<file path="config.mk">
export PLATFORM = sky130hd
export DESIGN_NAME = shift_normalizer32
export DESIGN_NICKNAME = d
export VERILOG_FILES = /design/src/rtl/shift_normalizer32.sv
export SDC_FILE = /design/constraint.sdc
export NUM_CORES = 1
export LEC_CHECK = 0
export ABC_AREA = 1
export CAP_MARGIN = 0
export CORE_ASPECT_RATIO = 0.8
export CORE_MARGIN = 2
export CORE_UTILIZATION = 42
export DETAILED_ROUTE_END_ITERATION = 7
export GPL_TIMING_DRIVEN = 1
export SLEW_MARGIN = 20
export SYNTH_ARGS = -nofsm -noshare
export SYNTH_HDL_FRONTEND = slang
export SYNTH_SLANG_ARGS = --single-unit
</file>
<file path="constraint.sdc">
create_clock -name CLK -period 4.9 [get_ports CLK]
set_clock_uncertainty 0.1 [all_clocks]
set_input_delay 0.98 -clock CLK [delete_from_list [all_inputs] [get_ports CLK]]
set_output_delay 0.98 -clock CLK [all_outputs]
set_load 0.005 [all_outputs]
</file>
<file path="src/rtl/shift_normalizer32.sv">
// Multicycle normalizer: binary-search for the shift that brings the first set bit to the MSB
// (left mode) or LSB (right mode), one search stage of 16/8/4/2/1 per cycle.
module shift_normalizer32 #(
    parameter int WIDTH = 32,
    parameter int CNT_W = 6
) (
    input  logic             CLK,
    input  logic             RST,
    input  logic             START,
    input  logic [WIDTH-1:0] D,
    input  logic             LnR,
    output logic [WIDTH-1:0] Y,
    output logic [CNT_W-1:0] CNT,
    output logic             ZERO,
    output logic             BUSY,
    output logic             DONE
);

    typedef enum logic [1:0] {
        ST_IDLE  = 2'd0,
        ST_SHIFT = 2'd1,
        ST_DONE  = 2'd2
    } state_t;

    state_t           state_q, state_d;
    logic [WIDTH-1:0] work_q, work_d;
    logic [CNT_W-1:0] cnt_q, cnt_d;
    logic [2:0]       step_q, step_d;
    logic             left_q, left_d;
    logic             zeroOp_q, zeroOp_d;
    logic [WIDTH-1:0] yOut_q, yOut_d;
    logic [CNT_W-1:0] cntOut_q, cntOut_d;
    logic             zeroOut_q, zeroOut_d;

    logic [CNT_W-1:0] stageAmt;
    logic [WIDTH-1:0] stageMask;
    logic [WIDTH-1:0] stageShifted;
    logic             stageHit;
    logic [WIDTH-1:0] stageWork;
    logic [CNT_W-1:0] stageCnt;

    // Current stage: test the 2^k bits at the edge we normalize toward, shift them out if all zero.
    always_comb begin
        stageAmt     = CNT_W'(1) << step_q;
        stageMask    = left_q ? ~({WIDTH{1'b1}} >> stageAmt) : ~({WIDTH{1'b1}} << stageAmt);
        stageShifted = left_q ? (work_q << stageAmt) : (work_q >> stageAmt);
        stageHit     = ((work_q & stageMask) == '0);
        stageWork    = stageHit ? stageShifted : work_q;
        stageCnt     = stageHit ? (cnt_q + stageAmt) : cnt_q;
    end

    always_comb begin
        state_d   = state_q;
        work_d    = work_q;
        cnt_d     = cnt_q;
        step_d    = step_q;
        left_d    = left_q;
        zeroOp_d  = zeroOp_q;
        yOut_d    = yOut_q;
        cntOut_d  = cntOut_q;
        zeroOut_d = zeroOut_q;

        case (state_q)
            ST_IDLE: begin
                if (START) begin
                    work_d   = D;
                    left_d   = LnR;
                    cnt_d    = '0;
                    step_d   = 3'd4;
                    zeroOp_d = (D == '0);
                    state_d  = ST_SHIFT;
                end
            end
            ST_SHIFT: begin
                work_d = stageWork;
                cnt_d  = stageCnt;
                if (step_q == 3'd0) begin
                    // A zero operand passes every stage (sum 31), so the full-width count is forced.
                    yOut_d    = stageWork;
                    cntOut_d  = zeroOp_q ? CNT_W'(WIDTH) : stageCnt;
                    zeroOut_d = zeroOp_q;
                    state_d   = ST_DONE;
                end else begin
                    step_d = step_q - 3'd1;
                end
            end
            ST_DONE: begin
                state_d = ST_IDLE;
            end
            default: begin
                state_d = ST_IDLE;
            end
        endcase
    end

    always_ff @(posedge CLK) begin
        if (RST) begin
            state_q   <= ST_IDLE;
            work_q    <= '0;
            cnt_q     <= '0;
            step_q    <= '0;
            left_q    <= 1'b0;
            zeroOp_q  <= 1'b0;
            yOut_q    <= '0;
            cntOut_q  <= '0;
            zeroOut_q <= 1'b0;
        end else begin
            state_q   <= state_d;
            work_q    <= work_d;
            cnt_q     <= cnt_d;
            step_q    <= step_d;
            left_q    <= left_d;
            zeroOp_q  <= zeroOp_d;
            yOut_q    <= yOut_d;
            cntOut_q  <= cntOut_d;
            zeroOut_q <= zeroOut_d;
        end
    end

    assign Y    = yOut_q;
    assign CNT  = cntOut_q;
    assign ZERO = zeroOut_q;
    assign BUSY = (state_q != ST_IDLE);
    assign DONE = (state_q == ST_DONE);

endmodule

</file>
# After elaboration in Yosys (flattened, before gate mapping)
# Index checks and enable logic that the tools add are counted.
# W data, S select, Z words.
[op_classes]
n_eq_ne = 5
muxes = 15
bitwise = 3
shift = 5
n_reduce_logical = 11
n_mul = 0
n_div = 0
n_lt_le_gt_ge = 0
n_addsub = 2
[op_table]
columns = ["cell", "n"]
rows = [
  ["$mux W32", 4],
  ["$logic_not A32 Y1", 2],
  ["$not A32 Y32", 2],
  ["$pmux W32 S2", 1],
  ["$and A32 B32 Y32", 1],
  ["$shl A32 B6 Y32", 1],
  ["$shl A32 B6 Y32 const A", 1],
  ["$shr A32 B6 Y32", 1],
  ["$shr A32 B6 Y32 const A", 1],
  ["$mux W6", 3],
  ["$pmux W6 S2", 1],
  ["$reduce_and A2 Y1", 4],
  ["$add A6 B6 Y6", 1],
  ["$mux W3", 2],
  ["$ne A2 B2 Y1 const B", 3],
  ["$pmux W3 S2", 1],
  ["$shl A1 B3 Y6 const A", 1],
  ["$mux W2", 2],
  ["$pmux W2 S2", 1],
  ["$reduce_bool A2 Y1", 2],
  ["$logic_not A3 Y1", 1],
  ["$reduce_and A3 Y1", 1],
  ["$sub A3 B1 Y3 const B", 1],
  ["$eq A2 B1 Y1 const B", 1],
  ["2 further kinds", 2],
]
[word_totals]
mem_bits_rw = 0
mem_count = 0
latch_bits = 0
in_bits = 36
elab_cells = 50
register_bits = 84
output_inout_bits = 41
romBits = 0

# Depth between registers and ports, before layout
# Gate-level depths: netlist of the first run.
[logic_depth]
ltp_word = 8
depth_mapped = 21
mapped_depth_nobuf = 18

# Least setup slack after synthesis of the first run
# OpenSTA, ideal clock, no wires.
[synth_path]
path_type = "register -> register"
from = "register step_q[1]"
to = "register cnt_q[4]"
arrival_time_ps = 2463
path_buffers = 3
path_stages_with_launch = 21
slack_ps = 2205
setup_time_ps = 132
synth_period_minus_slack_ps = 2695
required_time_ps = 4668
path_cell_list = "dfxtp_1 > inv_1 > ha_1 > buf_2 > nand2_4 > inv_1 > buf_4 > buf_2 > nor2_1 > inv_1 > nand2_1 > inv_1 > ha_1 > or2_2 > nand3_1 > nand2_1 > a21oi_1 > xor2_1 > nand2_1 > nand3_1 > a21oi_1"
[synth_via]
elab_chain_cells = 8
elab_cells_between_ends = 11
cone_classes = "add/sub (1); shift (3); mux (3); bitwise (3); reduce/logical (1)"
[synth_rtl]
columns = ["item", "line", "source"]
rows = [
  ["start, declared", "28", "logic [2:0] step_q, step_d;"],
  ["start signal, assigned", "111", "step_q <= step_d;"],
  ["$shl A1 B3 Y6 *", "44", "stageAmt = CNT_W'(1) << step_q;"],
  ["$shl A32 B6 Y32 / $shr A32 B6 Y32 (equally long branches)", "45", "stageMask = left_q ? ~({WIDTH{1'b1}} >> stageAmt) : ~({WIDTH{1'b1}} << stageAmt);"],
  ["$not A32 Y32", "45", ""],
  ["$mux W32", "45", ""],
  ["$and A32 B32 Y32", "47", "stageHit = ((work_q & stageMask) == '0);"],
  ["$logic_not A32 Y1", "47", ""],
  ["$mux W6 *", "49", "stageCnt = stageHit ? (cnt_q + stageAmt) : cnt_q;"],
  ["$pmux W6 S2 *", "63", "case (state_q)"],
  ["end signal, assigned", "110", "cnt_q <= cnt_d;"],
  ["end, declared", "27", "logic [CNT_W-1:0] cnt_q, cnt_d;"],
]
# Mark *: on every way between the ends. The rest lies on a longest branch, timed or not.
# A chain may end at the register's enable or synchronous reset.

# Final worst setup path of the first run
[layout_path]
from = "register step_q[2]"
to = "register work_q[10]"
[layout_via]
elab_chain_cells = 8
elab_cells_between_ends = 13
cone_classes = "shift (5); mux (4); bitwise (3); reduce/logical (1)"
[layout_rtl]
columns = ["item", "line", "source"]
rows = [
  ["$shl A1 B3 Y6 *", "44", ""],
  ["$shl A32 B6 Y32 / $shr A32 B6 Y32 (equally long branches)", "45", ""],
  ["$not A32 Y32", "45", ""],
  ["$mux W32", "45", ""],
  ["$and A32 B32 Y32", "47", ""],
  ["$logic_not A32 Y1", "47", ""],
  ["$mux W32 *", "48", "stageWork = stageHit ? stageShifted : work_q;"],
  ["$pmux W32 S2 *", "63", ""],
  ["end signal, assigned", "109", "work_q <= work_d;"],
  ["end, declared", "26", "logic [WIDTH-1:0] work_q, work_d;"],
]
# Marks and branches as above.

==> results of run 1 <==
-- area by class of cell --
class / instances / share of cell area (%)
inverters: 131 / 5.49
clock buffers: 10 / 2.52
multi-input cells: 1133 / 60.1
repair buffers: 89 / 9.38
clock inverters: 6 / 0.523
flip-flops and latches: 84 / 18.5
well taps: 258 / 3.55
-- through the flow --
stage / hold WS (ps) / util, % / worst slack (ps) / instances / cell area (um^2)
CTS: 371 / 48.2 / 1130 / 1711 / 9100
finish: 370 / 48.2 / 1040 / 1711 / 9100
global placement: 357 / 46.8 / 1160 / 1695 / 8820
detailed placement: 358 / 46.8 / 1160 / 1695 / 8820
floorplan: 346 / - / 2210 / 1428 / 8030
global route: 385 / 48.2 / 779 / 1711 / 9100
-- registers in the layout, summed over array words and instances, names as in the netlist --
| name | cells |
|---|---|
| cnt_q | 6 |
| zeroOp_q | 1 |
| ZERO | 1 |
| left_q | 1 |
| state_q | 2 |
| CNT | 6 |
| step_q | 3 |
| work_q | 32 |
| Y | 32 |
-- worst paths after layout --
| check | start | end | slack [ps] | depth (start not counted) |
|---|---|---|---|---|
| setup / recovery | step_q[2] | work_q[10] | 1040 | 15 |
| hold / removal | CNT[2] | CNT[2] | 370 | 2 |
| setup reg to reg | step_q[2] | work_q[10] | 1040 | 15 |
| hold reg to reg | CNT[2] | CNT[2] | 370 | 2 |
-- synth_stat cells (3+ instances only) --
master	count
nor4_1	4
nor2_1	85
buf_2	22
nand2_2	16
nor2_4	3
nor2_2	3
xor2_1	5
inv_2	6
clkbuf_1	45
dfxtp_1	84
nand2_4	7
o2111ai_1	3
inv_1	121
ha_1	9
o21ai_1	11
nand4_1	12
or2_2	7
nand2_1	435
nor3_1	4
o21ai_0	67
clkinv_1	3
o211ai_1	8
a21o_1	4
o211a_1	7
nand3_1	337
buf_4	7
o21ai_2	9
a21oi_1	72
o22ai_1	9
-- layer usage --
metal	GRT usage, %	routed length [um]
met1	53.6	16100
met2	48.8	14200
met3	8.96	4410
met4	13.1	1430
met5	0	0
-- critical path: cells and delay by family (launching register included) --
kind | cells | cell delay (ps)
AND/OR/NAND/NOR | 13 | 2460
flip-flops | 1 | 890
buffers and inverters | 1 | 180
AO/OA/AOI/OAI | 1 | 70
-- power by group --
| group | leakage (nW) | internal [W] | switching [W] |
|---|---|---|---|
| clock | 0.122 | 0.000348 | 0.000317 |
| sequential | 0.688 | 0.000763 | 0.0000809 |
| combinational | 3.49 | 0.000579 | 0.00143 |
| total | 4.30 | 0.00169 | 0.00183 |
-- cell families after synthesis --
kind of cell             after synthesis  synth area share [%]
adder cells (fa/ha/maj)                9                  1.40
XOR/XNOR                               5                 0.545
buffers and inverters                211                  11.1
flip-flops                            84                  20.9
AO/OA/AOI/OAI                        200                  14.5
AND/OR/NAND/NOR                      919                  51.5
==> reports/metrics.yaml, run 1 <==
cts:
  ctsHoldBuffers: 0
  clk_latency_ps: 350
  cts_buffer_depth: 2
  postCtsSetupBuffers: 0
  root_buffer: "clkbuf_16"
  h-tree-depth: 3
  tritoncts: "yes"
  path_clk_slew_ps: 70
  cts_resized: 0
  cts.sink_count: 84
  cts_buffers: 9
final_layout:
  mostFrequentLayoutCells: "nand2_1 (435), nand3_1 (337), inv_1 (121)"
  n_antenna_cell: 0
  seq_area_mm2: 0.00168
  multi_input_area_mm2: 0.00546
  layout_commonest_cell: "nand2_1"
  fillers: 2085
  drive_gt1_share_pct: 6.26
  finalNetCount: 1493
  syn2layout_area_growth_pct: 13.3
route:
  wl_um: 36200
  first_iter_violations: 1364
  ant_nets: 0
  wl_per_cell_um: 21.2
  route.detailed.drc: 10
  vias: 10100
  vias_per_cell: 5.90
  firstDrtPassIters: 8
yosys:
  synth_top_flop_cell: "dfxtp_1"
  synth_area_leaders: "nand3_1 (21%), dfxtp_1 (21%), nand2_1 (20%)"
  synth-edff-count: 0
  synth_nets: 1473
  syn_area_per_cell_um2: 5.62
  yosysSeqAreaShare_pct: 20.9
  yosysTopAreaCell: "nand3_1"
  synthCells: 1428
  syn_area_mm2: 0.00803
  ys_ff_latch: 84
  yosysUniqueCellTypes: 44
  synth_top_cell_area_share_pct: 21.0
  synth-async-reset-ratio_pct: 0
  yosysWarnings: 0
critical_path:
  critPathArrivalTime_ps: 3970
  crit_path_end_kind: "flip-flop"
  cpMostUsedCell: "nand2_2"
  cp-start-kind: "flip-flop"
  slowest_delay_ps: 890
  crit_required_ps: 5010
  cp_slowest_cell: "dfxtp_1"
  crit_chain: "inv_8, nand2_2, nand2_2, nand2_2, nand2_1, nand2_1, nand3_1, nor2_1, nand3_2, nand2_1, nand2_2, nor2_8, nand3_1, nand3_1, a21oi_1"
  crit_fanout: 37
  critPathKind: "reg2reg"
die:
  die_w_um: 159
  coreArea_mm2: 0.0189
  std_cell_rows: 45
  start_util_pct: 42.6
  die_area_mm2: 0.0202
  die_height_um: 128
  io_pins: 77
power_and_ir_drop:
  power_density_mw_per_mm2: 387
  finalPower_w: 0.00352
  irDropWorstVdd_mv: 0.171
  p_leak_nw: 4.30
outcome:
  run_status: "finished, violations left"
  violations: "DRC"
grt:
  grt_pass1_wl_um: 54400
  grt_overflow: 0
  antenna_found_initial: 0
  grt_pass1_vias: 8958
  grt_max_degree: 65
  grt_use_total_pct: 35.8
place:
  place.gp.congestion: 1.02
  io_buffers: 76
  place_hpwl_um: 27200
worst_hold_path:
  hold_class: "reg2reg"
timing:
  slew_violations: 0
  rsz0062_at_grt: "false"
  period_minus_slack_ps: 3860
  fmax_mhz: 259
  fin_tns_setup_ps: 0
  tightest_slew_ps: 1130
  finalHoldViolations: 0
  relSlewSlack_pct: 24.3
  setup_viol: 0
  fin_crit_sh_pct: 78.7
run:
  drv_cap: 0
(Power assumes the default switching activity.)
==> run 2: changes to the inputs <==
clock period = 3.7 ns   (was 4.9 ns; I/O delays follow)
==> run 2 against run 1 <==
  * The flow now finishes without violations
  * Count of clock-buffer cells in the layout did not move
  * Clock power rose by 50%
  * Worst hold slack got worse by 1.7 ps
  * Global-route usage rose by 0.62 points
  * Worst setup slack got worse by 570 ps
  * Sequential power rose by 32%
  * Critical path depth rose by 3
  * Cell count rose by 1.3%
  * Critical path type unchanged
==> reports/metrics.yaml, run 2 (same netlist as run 1, synthesis figures left out) <==
outcome:
  run_status: "finished, final reports clean"
critical_path:
  cp_slowest_cell: "dfxtp_1"
  rr_startpoint: "step_q[0]"
  critPathKind: "reg2reg"
  endpoint: "work_q[16]"
  r2r_cells: 18
  cpMostUsedCell: "nand2_1"
  slowest_delay_ps: 390
  regToRegSetupSlack_ps: 470
  crit_fanout: 28
  crit_required_ps: 3870
  crit_chain: "inv_1, ha_1, nand2_4, nand2_4, nor2_4, nand2_1, nand2_1, nand2_1, nor2_2, nand3_2, nand2_1, nand2_2, nor2_8, buf_4, nand2_2, o21ai_2, nand2_1, a21oi_1"
  critPathArrivalTime_ps: 3400
  crit_path_end_kind: "flip-flop"
  cp-start-kind: "flip-flop"
  reg2reg_to: "work_q[16]"
  cp-startpoint: "step_q[0]"
cts:
  cts_buffers: 9
  postCtsSetupBuffers: 0
  path_clk_slew_ps: 70
  cts_buffer_depth: 2
  h-tree-depth: 3
  root_buffer: "clkbuf_16"
  cts_resized: 0
  tritoncts: "yes"
  ctsHoldBuffers: 0
  cts.sink_count: 84
  clk_latency_ps: 340
grt:
  grt_pass1_wl_um: 55300
  grt_overflow: 0
  grt_use_total_pct: 36.4
  grt_pass1_vias: 9049
  grt_max_degree: 58
  antenna_found_initial: 1
route:
  wl_per_cell_um: 21.3
  wl_um: 36900
  vias_per_cell: 5.83
  firstDrtPassIters: 8
  route.detailed.drc: 0
  ant_nets: 0
  first_iter_violations: 1425
  vias: 10100
timing:
  fin_tns_setup_ps: 0
  slew_violations: 0
  period_minus_slack_ps: 3230
  fin_crit_sh_pct: 87.3
  tightest_slew_ps: 843
  fmax_mhz: 310
  finalHoldViolations: 0
  setup_viol: 0
  relSlewSlack_pct: 43.6
  hold_slack_ps: 368
  rsz0062_at_grt: "false"
die:
  std_cell_rows: 45
  coreArea_mm2: 0.0189
  die_area_mm2: 0.0202
  die_height_um: 128
  start_util_pct: 42.6
  io_pins: 77
  die_w_um: 159
final_layout:
  seq_area_mm2: 0.00168
  fillers: 2074
  drive_gt1_share_pct: 7.73
  multi_input_area_mm2: 0.00546
  syn2layout_area_growth_pct: 16.6
  design_area_mm2: 0.00936
  finalNetCount: 1516
  layout_commonest_cell: "nand2_1"
  mostFrequentLayoutCells: "nand2_1 (435), nand3_1 (337), inv_1 (121)"
power_and_ir_drop:
  irDropWorstVdd_mv: 0.266
  p_leak_nw: 4.45
  finalPower_w: 0.00487
  power_density_mw_per_mm2: 521
place:
  io_buffers: 76
  place.gp.congestion: 1.07
  place_area_mm2: 0.00903
  place_hpwl_um: 28800
worst_hold_path:
  hold_class: "reg2reg"
run:
  drv_cap: 0
-- run 2: cell types whose count changed in the layout (fill, tap and decap cells not counted) --
cell        change
diode_2         +1
inv_6           -1
buf_4          +20
clkinvlp_4      -3
clkinv_4        +1
clkbuf_8        +1
bufinv_16       +2
buf_12          +3
clkbuf_1        -1
-- run 2: layout make-up --
class	instances	share of cell area [%]
multi-input combinational	1133	58.4
sequential	84	18.0
timing repair buffer	112	11.4
inverter	131	5.34
tap	258	3.45
clock buffer	10	2.55
clock inverter	5	0.909
antenna	1	0.0267
-- run 2: worst min path at each step --
stage,from,end,slack [ps],cells past startpoint
after floorplan,zeroOp_q,zeroOp_q,350,2
after global placement,CNT[1],CNT[1],360,2
after detailed placement,CNT[2],CNT[2],360,2
after CTS,CNT[2],CNT[2],370,2
after global routing,Y[2],Y[2],380,2
final,CNT[2],CNT[2],370,2
-- run 2: per-layer routing --
metal	routed length [um]	vias up	share of wire [%]	GRT usage, %
met5	0	-	0	0
li1	-	4828	-	-
met2	15100	549	41	51.9
met1	16500	4670	45	53.2
met3	4150	58	11	9.87
met4	1120	0	3.0	10.9
-- run 2: critical path, delay by kind of cell (launching register included) --
kind	cells	cell delay (ps)
DFF	1	390
buffers and inverters	2	350
adders and majority gates	1	310
AOI/OAI and AO/OA	2	200
and+or+nand+nor	13	1760
-- run 2: power by group --
part / leakage [nW] / switching, W / internal (W)
clock network: 0.155 / 0.000386 / 0.000610
logic: 3.61 / 0.00193 / 0.000843
registers: 0.688 / 0.0000971 / 0.00101
total: 4.45 / 0.00241 / 0.00246
-- run 2: per-stage QoR --
step	util, %	std cells	worst slack (ps)
after floorplan	-	1428	1000
after global placement	47.9	1718	603
after detailed placement	47.9	1718	562
after CTS	49.6	1733	540
after global routing	49.6	1733	143
final	49.6	1734	471
==> run 3: changes to the inputs <==
CORE_ASPECT_RATIO = 1.5   (was 0.8)
==> run 3 against run 2 <==
  * Die area is essentially flat
  * Worst hold slack worse by 3.0 ps
  * Combinational power about the same
  * Largest power group unchanged
==> reports/metrics.yaml, run 3 (same netlist as run 1, synthesis figures left out) <==
outcome:
  run_status: "finished, final reports clean"
critical_path:
  cp-start-kind: "flip-flop"
  critPathArrivalTime_ps: 3370
  critPathKind: "reg2reg"
  crit_required_ps: 3810
  regToRegSetupSlack_ps: 440
  cp-startpoint: "step_q[0]"
  crit_fanout: 14
  rr_startpoint: "step_q[0]"
  reg2reg_to: "work_q[2]"
  r2r_cells: 16
  crit_path_end_kind: "flip-flop"
  endpoint: "work_q[2]"
grt:
  grt_max_degree: 58
  grt_overflow: 0
  antenna_found_initial: 0
  grt_pass1_vias: 9839
  grt_pass1_wl_um: 58100
  grt_use_total_pct: 38.4
final_layout:
  n_antenna_cell: 0
  design_area_mm2: 0.00940
  syn2layout_area_growth_pct: 17.1
  finalNetCount: 1524
  drive_gt1_share_pct: 8.29
  final_cells: 1736
  layout_commonest_cell: "nand2_1"
  fin_util_pct: 50.5
  mostFrequentLayoutCells: "nand2_1 (435), nand3_1 (337), inv_1 (121)"
power_and_ir_drop:
  p_leak_nw: 4.49
  seqPwrFrac_pct: 22.5
  pwr-share-comb_pct: 57.2
  swShare_pct: 49.6
  switching_power_w: 0.00243
  p_clk_share_pct: 20.3
  p_int_w: 0.00247
  power_density_mw_per_mm2: 522
  irDropWorstVdd_mv: 0.425
die:
  die_height_um: 173
  die_area_mm2: 0.0203
  std_cell_rows: 61
  die_w_um: 117
  coreArea_mm2: 0.0186
  start_util_pct: 43.1
  io_pins: 77
cts:
  root_buffer: "clkbuf_16"
  cts_buffers: 9
  cts_resized: 0
  tritoncts: "yes"
  ctsHoldBuffers: 0
  path_clk_slew_ps: 70
  cts_buffer_depth: 2
  clk_latency_ps: 350
  postCtsSetupBuffers: 0
  h-tree-depth: 3
  cts.sink_count: 84
place:
  place.gp.congestion: 1.03
  dp.cells: 1720
  place_area_mm2: 0.00907
  io_buffers: 76
  place_hpwl_um: 30300
timing:
  setup_viol: 0
  finalHoldViolations: 0
  relSlewSlack_pct: 47.7
  tightest_slew_ps: 781
  slew_violations: 0
  rsz0062_at_grt: "false"
  fin_crit_sh_pct: 88.1
  fmax_mhz: 307
  period_minus_slack_ps: 3260
  fin_tns_setup_ps: 0
  hold_slack_ps: 365
worst_hold_path:
  hold_class: "reg2reg"
  hold_start: "CNT[1]"
route:
  ant_nets: 0
  vias_per_cell: 5.95
  firstDrtPassIters: 6
  met3WireLength_um: 2550
  dr_wl_met2_um: 18500
  first_iter_violations: 1005
  wl_per_cell_um: 22.4
  route.detailed.drc: 0
  top_layer: "met4"
  wl_met1_um: 14700
  wl_um: 38900
  vias: 10300
run:
  drv_cap: 0
## run 3: cell type report
cell class,count,area (um^2)
clock buffer,10,239
clock inverter,6,87.6
fill,2078,9230
inverter,131,499
multi-input combinational,1133,5460
sequential,84,1680
tap,252,315
timing repair buffer,120,1110
## run 3: how the worst min path moves through the flow
| stage | slack (ps) | end | depth (start not counted) |
|---|---|---|---|
| floorplan | 350 | zeroOp_q | 2 |
| global placement | 350 | CNT[1] | 2 |
| detailed placement | 360 | CNT[3] | 2 |
| CTS | 370 | CNT[1] | 2 |
| global route | 380 | CNT[2] | 2 |
| finish | 360 | CNT[1] | 2 |
## run 3: power by group through the flow
stage | clock (W) | combinational [W] | sequential (W)
6_report | 0.000997 | 0.00280 | 0.00110
5_1_grt | 0.00104 | 0.00303 | 0.00111
3_5_place_dp | 0 | 0.00272 | 0.00112
2_1_floorplan | 0 | 0.00181 | 0.00109
4_1_cts | 0.00101 | 0.00273 | 0.00110
3_3_place_gp | 0 | 0.00273 | 0.00112
## run 3: worst max-delay path, stage by stage, from the launching register on
cell and delay [ps]:
dfxtp_1 350, inv_1 120, ha_1 330, inv_2 140, nor2_4 290, buf_4 240
nand2_1 120, nand3_1 110, nand3_1 80, a21oi_1 400, nor2_1 130, nand2_1 80
nand2_1 170, nand3_1 210, nand3_1 90, nand2_1 80, a21oi_1 50
## run 3: stage by stage
step / power [W] / worst slack [ps]
after global placement: 0.00384 / 576
after CTS: 0.00484 / 521
after detailed placement: 0.00383 / 540
after global routing: 0.00518 / 207
final: 0.00490 / 441
after floorplan: 0.00290 / 1000
## run 3: per-layer routing
| metal | vias to the layer above | global-route usage, % |
|---|---|---|
| met5 | - | 0 |
| met4 | 0 | 25.4 |
| met3 | 165 | 5.31 |
| met2 | 559 | 63.6 |
| met1 | 4767 | 45.0 |
| li1 | 4834 | - |
